<file path="config.mk">
export PLATFORM = sky130hd
export DESIGN_NAME = alu_seq_flat
export DESIGN_NICKNAME = d
export VERILOG_FILES = /design/src/rtl/alu_seq_if.sv /design/src/rtl/alu_seq.sv /design/src/flat_wrapper.sv
export SDC_FILE = /design/constraint.sdc
export NUM_CORES = 1
export LEC_CHECK = 0
export ABC_AREA = 1
export CAP_MARGIN = 30
export CELL_PAD_IN_SITES_DETAIL_PLACEMENT = 1
export CELL_PAD_IN_SITES_GLOBAL_PLACEMENT = 2
export CORE_ASPECT_RATIO = 1.5
export CORE_MARGIN = 2
export CORE_UTILIZATION = 31
export CTS_BUF_LIST = sky130_fd_sc_hd__clkbuf_4 sky130_fd_sc_hd__clkbuf_8
export DETAILED_ROUTE_END_ITERATION = 8
export HOLD_SLACK_MARGIN = 0.02
export PLACE_DENSITY = 0.85
export SYNTH_ARGS = -nofsm -noshare
export SYNTH_HDL_FRONTEND = slang
export SYNTH_SLANG_ARGS = --single-unit
</file>
<file path="constraint.sdc">
create_clock -name sClock -period 2.63 [get_ports sClock]
set_input_delay 0.526 -clock sClock [delete_from_list [all_inputs] [get_ports sClock]]
set_output_delay 0.526 -clock sClock [all_outputs]
set_load 0.02 [all_outputs]
</file>
<file path="src/rtl/alu_seq_if.sv">
// Handshake and data bus between the datapath control FSM and the sequential ALU.
// The master side drives the request and operands; the slave side returns the result and flags.
interface alu_seq_if #(
  parameter int DATAWIDTH = 8,
  parameter int SELECTION = 3
);
  logic                 sStart;
  logic [SELECTION-1:0] sSelAlu;
  logic [DATAWIDTH-1:0] sDataInBusA;
  logic [DATAWIDTH-1:0] sDataInBusB;
  logic [DATAWIDTH-1:0] sDataOutBusC;
  logic                 sBusy;
  logic                 sDone;
  logic                 sOverflow;
  logic                 sCarry;
  logic                 sNegative;
  logic                 sZero;
  logic                 sPar;

  modport master (
    output sStart, sSelAlu, sDataInBusA, sDataInBusB,
    input  sDataOutBusC, sBusy, sDone, sOverflow, sCarry, sNegative, sZero, sPar
  );

  modport slave (
    input  sStart, sSelAlu, sDataInBusA, sDataInBusB,
    output sDataOutBusC, sBusy, sDone, sOverflow, sCarry, sNegative, sZero, sPar
  );
endinterface

</file>
<file path="src/rtl/alu_seq.sv">
// Registered ALU with start/busy/done handshake: single-cycle arithmetic/logic ops,
// bit-serial shifts and a shift-add multiplier. Result and flags hold until the next completion.
module alu_seq #(
  parameter int DATAWIDTH = 8,
  parameter int SELECTION = 3,
  parameter int SHW       = $clog2(DATAWIDTH)
) (
  input logic  sClock,
  input logic  sReset,
  alu_seq_if.slave bus
);
  localparam int W = DATAWIDTH;

  typedef enum logic [1:0] {IDLE, EXEC, DONE} state_e;
  typedef enum logic [2:0] {
    OP_PASS = 3'b000, OP_SUB = 3'b001, OP_ADD = 3'b010, OP_SHR = 3'b011,
    OP_SHL  = 3'b100, OP_ADC = 3'b101, OP_MUL = 3'b110, OP_AND = 3'b111
  } op_e;

  state_e         state, state_next;
  op_e            op_reg;
  logic [W-1:0]   a_reg, b_reg;
  logic [2*W-1:0] prod;
  logic [SHW-1:0] cnt;
  logic           cin_reg;

  logic [W-1:0]   c_reg;
  logic           ovf_reg, carry_reg, neg_reg, zero_reg, par_reg;

  logic           accept, fin, busy, done;
  logic [W-1:0]   res_next, shr_val, shl_val;
  logic           carry_next, ovf_next;
  logic [W:0]     sum_ext, diff_ext, mul_acc;
  logic [2*W-1:0] prod_next;

  assign accept = (state != EXEC) && bus.sStart;

  always_ff @(posedge sClock or posedge sReset) begin
    if (sReset) state <= IDLE;
    else        state <= state_next;
  end

  always_comb begin
    state_next = state;
    busy       = 1'b0;
    done       = 1'b0;
    case (state)
      IDLE: if (accept) state_next = EXEC;
      EXEC: begin
        busy = 1'b1;
        if (fin) state_next = DONE;
      end
      DONE: begin
        done       = 1'b1;
        state_next = bus.sStart ? EXEC : IDLE;
      end
      default: state_next = IDLE;
    endcase
  end

  // The multiplier keeps the running partial sum in the high half and the
  // not-yet-consumed multiplier bits in the low half, shifting right each step.
  always_comb begin
    sum_ext    = {1'b0, a_reg} + {1'b0, b_reg} + {{W{1'b0}}, (op_reg == OP_ADC) ? cin_reg : 1'b0};
    diff_ext   = {1'b0, a_reg} - {1'b0, b_reg};
    mul_acc    = {1'b0, prod[2*W-1:W]} + (prod[0] ? {1'b0, a_reg} : {(W+1){1'b0}});
    prod_next  = {mul_acc, prod[W-1:1]};
    shr_val    = a_reg >> 1;
    shl_val    = a_reg << 1;
    res_next   = '0;
    carry_next = 1'b0;
    ovf_next   = 1'b0;
    fin        = 1'b0;
    case (op_reg)
      OP_PASS: begin
        res_next = a_reg;
        fin      = 1'b1;
      end
      OP_SUB: begin
        res_next   = diff_ext[W-1:0];
        carry_next = diff_ext[W];
        ovf_next   = (a_reg[W-1] != b_reg[W-1]) && (diff_ext[W-1] != a_reg[W-1]);
        fin        = 1'b1;
      end
      OP_ADD, OP_ADC: begin
        res_next   = sum_ext[W-1:0];
        carry_next = sum_ext[W];
        ovf_next   = (a_reg[W-1] == b_reg[W-1]) && (sum_ext[W-1] != a_reg[W-1]);
        fin        = 1'b1;
      end
      OP_SHR: begin
        res_next   = (cnt == '0) ? a_reg : shr_val;
        carry_next = (cnt == '0) ? 1'b0 : a_reg[0];
        fin        = (cnt <= SHW'(1));
      end
      OP_SHL: begin
        res_next   = (cnt == '0) ? a_reg : shl_val;
        carry_next = (cnt == '0) ? 1'b0 : a_reg[W-1];
        fin        = (cnt <= SHW'(1));
      end
      OP_MUL: begin
        res_next   = prod_next[W-1:0];
        carry_next = |prod_next[2*W-1:W];
        ovf_next   = |prod_next[2*W-1:W];
        fin        = (cnt == '0);
      end
      OP_AND: begin
        res_next = a_reg & b_reg;
        fin      = 1'b1;
      end
      default: fin = 1'b1;
    endcase
    if (state != EXEC) fin = 1'b0;
  end

  always_ff @(posedge sClock or posedge sReset) begin
    if (sReset) begin
      a_reg     <= '0;
      b_reg     <= '0;
      op_reg    <= OP_PASS;
      cin_reg   <= 1'b0;
      cnt       <= '0;
      prod      <= '0;
      c_reg     <= '0;
      ovf_reg   <= 1'b0;
      carry_reg <= 1'b0;
      neg_reg   <= 1'b0;
      zero_reg  <= 1'b0;
      par_reg   <= 1'b0;
    end else if (accept) begin
      a_reg   <= bus.sDataInBusA;
      b_reg   <= bus.sDataInBusB;
      op_reg  <= op_e'(bus.sSelAlu[2:0]);
      cin_reg <= carry_reg;
      prod    <= {{W{1'b0}}, bus.sDataInBusB};
      if (op_e'(bus.sSelAlu[2:0]) == OP_MUL) cnt <= SHW'(W - 1);
      else                                   cnt <= bus.sDataInBusB[SHW-1:0];
    end else if (state == EXEC) begin
      cnt <= cnt - SHW'(1);
      if (op_reg == OP_MUL) prod <= prod_next;
      if (op_reg == OP_SHR) a_reg <= shr_val;
      if (op_reg == OP_SHL) a_reg <= shl_val;
      if (fin) begin
        c_reg     <= res_next;
        carry_reg <= carry_next;
        ovf_reg   <= ovf_next;
        neg_reg   <= res_next[W-1];
        zero_reg  <= (res_next == '0);
        par_reg   <= ~res_next[0];
      end
    end
  end

  assign bus.sDataOutBusC = c_reg;
  assign bus.sBusy        = busy;
  assign bus.sDone        = done;
  assign bus.sOverflow    = ovf_reg;
  assign bus.sCarry       = carry_reg;
  assign bus.sNegative    = neg_reg;
  assign bus.sZero        = zero_reg;
  assign bus.sPar         = par_reg;
endmodule

</file>
<file path="src/flat_wrapper.sv">
// flat-port wrapper written by rule: the top's interface ports become plain ports
module alu_seq_flat 
#(
  parameter int DATAWIDTH = 8,
  parameter int SELECTION = 3,
  parameter int SHW       = $clog2(DATAWIDTH)
)
  (sClock, sReset, bus_sStart, bus_sSelAlu, bus_sDataInBusA, bus_sDataInBusB, bus_sDataOutBusC, bus_sBusy, bus_sDone, bus_sOverflow, bus_sCarry, bus_sNegative, bus_sZero, bus_sPar);
  alu_seq_if #(.DATAWIDTH(DATAWIDTH), .SELECTION(SELECTION)) bus_i ();
  input logic sClock;
  input logic sReset;
  input wire logic [$bits(bus_i.sStart)-1:0] bus_sStart;
  input wire logic [$bits(bus_i.sSelAlu)-1:0] bus_sSelAlu;
  input wire logic [$bits(bus_i.sDataInBusA)-1:0] bus_sDataInBusA;
  input wire logic [$bits(bus_i.sDataInBusB)-1:0] bus_sDataInBusB;
  output wire logic [$bits(bus_i.sDataOutBusC)-1:0] bus_sDataOutBusC;
  output wire logic [$bits(bus_i.sBusy)-1:0] bus_sBusy;
  output wire logic [$bits(bus_i.sDone)-1:0] bus_sDone;
  output wire logic [$bits(bus_i.sOverflow)-1:0] bus_sOverflow;
  output wire logic [$bits(bus_i.sCarry)-1:0] bus_sCarry;
  output wire logic [$bits(bus_i.sNegative)-1:0] bus_sNegative;
  output wire logic [$bits(bus_i.sZero)-1:0] bus_sZero;
  output wire logic [$bits(bus_i.sPar)-1:0] bus_sPar;
  assign bus_i.sStart = bus_sStart;
  assign bus_i.sSelAlu = bus_sSelAlu;
  assign bus_i.sDataInBusA = bus_sDataInBusA;
  assign bus_i.sDataInBusB = bus_sDataInBusB;
  assign bus_sDataOutBusC = bus_i.sDataOutBusC;
  assign bus_sBusy = bus_i.sBusy;
  assign bus_sDone = bus_i.sDone;
  assign bus_sOverflow = bus_i.sOverflow;
  assign bus_sCarry = bus_i.sCarry;
  assign bus_sNegative = bus_i.sNegative;
  assign bus_sZero = bus_i.sZero;
  assign bus_sPar = bus_i.sPar;
  alu_seq #(.DATAWIDTH(DATAWIDTH), .SELECTION(SELECTION), .SHW(SHW)) u_core (.sClock(sClock), .sReset(sReset), .bus(bus_i));
endmodule
</file>
==> impl_metrics.tcl <==
set metrics [dict create \
    routed_length_on_met1_um 5550 \
    htree_levels 2 \
    min_path_type "flip-flop to flip-flop" \
    hold-path-endpoint "u_core.bus.sDataOutBusC[0]" \
    crit_path_start_kind "flip-flop" \
    postSynthRegisterBits 53 \
    share_of_the_synthesized_area_in_the_top_cell_type_pct 31.7 \
    die_h_um 146 \
    hpwl_um 12100 \
    worstMarginPinSlew_ns 0.541 \
    timing.critical_path.to_type "flip-flop" \
    crit_path_max_incr_delay_ns 0.42 \
    antennaDiodeCount 0 \
    synth.distinct_cells 39 \
    grt_setup_unrepaired "false" \
    port-buffer-count 36 \
    route.final.wire_length_um 14700 \
    synthesis.nets 661 \
    post-layout-total-power_w 0.00654 \
    critical_path_cell_sequence "buf_4 > inv_1 > ha_1 > nand2_4 > clkinv_2 > nand2_1 > nand3_2 > nor2_4 > nor2_8 > nand2_2 > nor2_2 > nand3_1 > nor2_1 > nand3_1 > nand2_1" \
    topRoutingLayerUsed "met4" \
    start_util_pct 31.4 \
    setup_viols_final 0 \
    layout-area-overhead-vs-synth_pct 17.8 \
    met2_wirelength_from_detailed_routing_um 8030 \
    multiInputGateArea_um2 2430 \
    synth_async_sr_flop_share_pct 100 \
    tritoncts.num_buffers 5 \
    worst_slew_margin_rel_pct 63.9 \
    layout.core_utilization_pct 37.0 \
    r2r_slack_ns 0.23 \
    drt_first_iter_violations 177 \
    grt_max_degree 33 \
    dp.cells 803 \
    finalNetCount 706 \
    tns_ns 0 \
    post_synth_main_area_contributors "sky130_fd_sc_hd__dfrtp_1 (32%), sky130_fd_sc_hd__nand2_1 (15%), sky130_fd_sc_hd__ha_1 (9.3%), sky130_fd_sc_hd__nand3_1 (8.0%), sky130_fd_sc_hd__inv_1 (7.8%)" \
    die-width_um 98.9 \
    most_used_flip_flop_cell_after_synthesis "sky130_fd_sc_hd__dfrtp_1" \
    max_flop_register "u_core.prod" \
    fin_skew_ns 0.0129 \
    post_drt_wl_per_cell_um 18.2 \
    post_synth_most_frequent_cells "sky130_fd_sc_hd__nand2_1 (171), sky130_fd_sc_hd__inv_1 (87), sky130_fd_sc_hd__nand3_1 (67)" \
    path_class "flip-flop to flip-flop" \
    synth_enable_flop_cells 0 \
    min_period_over_period_pct 91.3 \
    yosysMostFrequentCell "sky130_fd_sc_hd__nand2_1" \
    cts.clk_slew.worst_paths_ns 0.10 \
    run_status "complete, no violations" \
    layout.cells.non_filler 811 \
    clock-sinks 53 \
    timing.hold.worst_path_depth 1 \
    remaining_overflow_grt 0 \
    global_route.usage.total_pct 21.2 \
    max_freq_ghz 0.417 \
    clock_path_buffers 2 \
    count_of_vias_placed_by_the_detailed_router 4236 \
    critPathTopFamily "simple AND/OR/NAND/NOR gates" \
    n_fill_cell 1705 \
    synthesis.area_um2 4180 \
    hold_viol_final 0 \
    design.die.area_um2 14500 \
    worst_ir_drop_vdd_uv 346 \
    crit_buf_inv 3 \
    tritoncts "built" \
    insertion_delay_ns 0.33 \
    num_rows 52 \
    grt_pass1_vias 4669 \
    worstPathMaxFanout 10 \
    first_pass_grt_wire_length_um 24200 \
    power_per_cell_area_nw_per_um2 1330 \
    final_worst_setup_slack_ns 0.230 \
    share_of_layout_cells_above_drive_strength_1_pct 9.55 \
    timing.rr.end "u_core.bus.sZero" \
    detail_route.first_pass.iterations 4 \
    cp_data_required_time_ns 2.90 \
    postRouteAntennaNets 0 \
    drc_errors 0 \
    ys.warnings.count 0 \
    total_leakage_power_nw 2.57 \
    core_region_area_um2 13300 \
    dr_wl_met3_um 359 \
    cts_root_buffer "sky130_fd_sc_hd__clkbuf_8" \
    gp_congestion 0.937 \
    drv_cap 0 \
    postSynthAreaPerCell_um2 6.93 \
    part_of_the_yosys_area_used_for_sequential_elements_pct 31.7 \
    largest_register_ffs 16 \
    synth_top_area_cell "sky130_fd_sc_hd__dfrtp_1" \
    sequential_cell_area_um2 1330 \
    post-place-ws_ns 0.00613 \
    worst_ep_arrival_time_ns 2.67 \
    synth_cells 604 \
    antenna_found_initial 0 \
    layout_min_cycle_time_ns 2.40 \
    worstHoldStart "u_core.bus.sDataOutBusC[0]" \
    design.portCount 37 \
    worstReg2RegStart "u_core.op_reg[0]" \
    vias_per_cell 5.22 \
    critical-path-slowest-cell "sky130_fd_sc_hd__dfrtp_1" \
    ctsHoldBuffers 0 \
    drv_slew 0 \
    reg2regPathDepth 15 \
]
==> metal layers <==
metal,vias to the layer above,GRT usage (%)
met1,2057,22.9
met5,-,0
met4,0,11.2
met2,84,39.3
met3,48,2.54
li1,2047,-
==> repair_timing <==
item	CTS	global route
setup endpoints to repair	2	6
pin swaps	0	2
gates resized for setup	1	8
buffers inserted	0	1
==> cells by family after synthesis <==
group	count (synthesis)	synth area share, %
and+or+nand+nor	305	32.0
AOI/OAI and AO/OA	97	13.7
DFF	53	31.7
buffers and inverters	111	10.8
xor gates and xnor gates	3	0.628
adders and majority gates	35	11.2
==> final cells by class <==
type / count / area share [%]
clock buffer: 6 / 1.68
clock inverter: 1 / 0.152
multi-input combinational: 440 / 49.3
inverter: 93 / 7.16
timing repair buffer: 56 / 10.6
sequential: 53 / 27.0
tap: 162 / 4.11
==> worst max path at each step <==
stage                                start                   end  slack [ns]  cells past startpoint
after floorplan           u_core.op_reg[1]      u_core.bus.sZero        0.14                     17
after global placement    u_core.op_reg[0]      u_core.bus.sZero        0.04                     16
after detailed placement  u_core.op_reg[0]     u_core.bus.sCarry       0.006                     15
after CTS                 u_core.op_reg[0]      u_core.bus.sZero        0.04                     16
after global routing       u_core.a_reg[0]  u_core.bus.sOverflow       0.001                     16
final                     u_core.op_reg[0]      u_core.bus.sZero        0.23                     15
==> power by group <==
| group | switching (W) | internal (W) | total [W] |
|---|---|---|---|
| sequential | 0.000335 | 0.00115 | 0.00149 |
| combinational | 0.00297 | 0.00158 | 0.00455 |
| clock | 0.000298 | 0.000209 | 0.000507 |
==> metrics by stage <==
step | cell area [um2] | hold slack (ns)
after floorplan | 4180 | 0.477
final | 4930 | 0.505
after CTS | 4900 | 0.510
after global placement | 4810 | 0.467
after global routing | 4930 | 0.536
after detailed placement | 4810 | 0.483
==> layout by cell type, fill, tap and decap left out, types with 7 or more instances in the layout <==
cell and n:
sky130_fd_sc_hd__o22ai_1 13, sky130_fd_sc_hd__o21ai_0 34, sky130_fd_sc_hd__ha_1 30, sky130_fd_sc_hd__dfrtp_1 51
sky130_fd_sc_hd__nand2_2 10, sky130_fd_sc_hd__buf_4 19, sky130_fd_sc_hd__o221ai_1 7, sky130_fd_sc_hd__clkdlybuf4s50_1 36
sky130_fd_sc_hd__nand3_1 67, sky130_fd_sc_hd__a21oi_1 21, sky130_fd_sc_hd__nand2_1 168, sky130_fd_sc_hd__nor2_1 35
sky130_fd_sc_hd__inv_1 86
(Power assumes the default switching activity.)
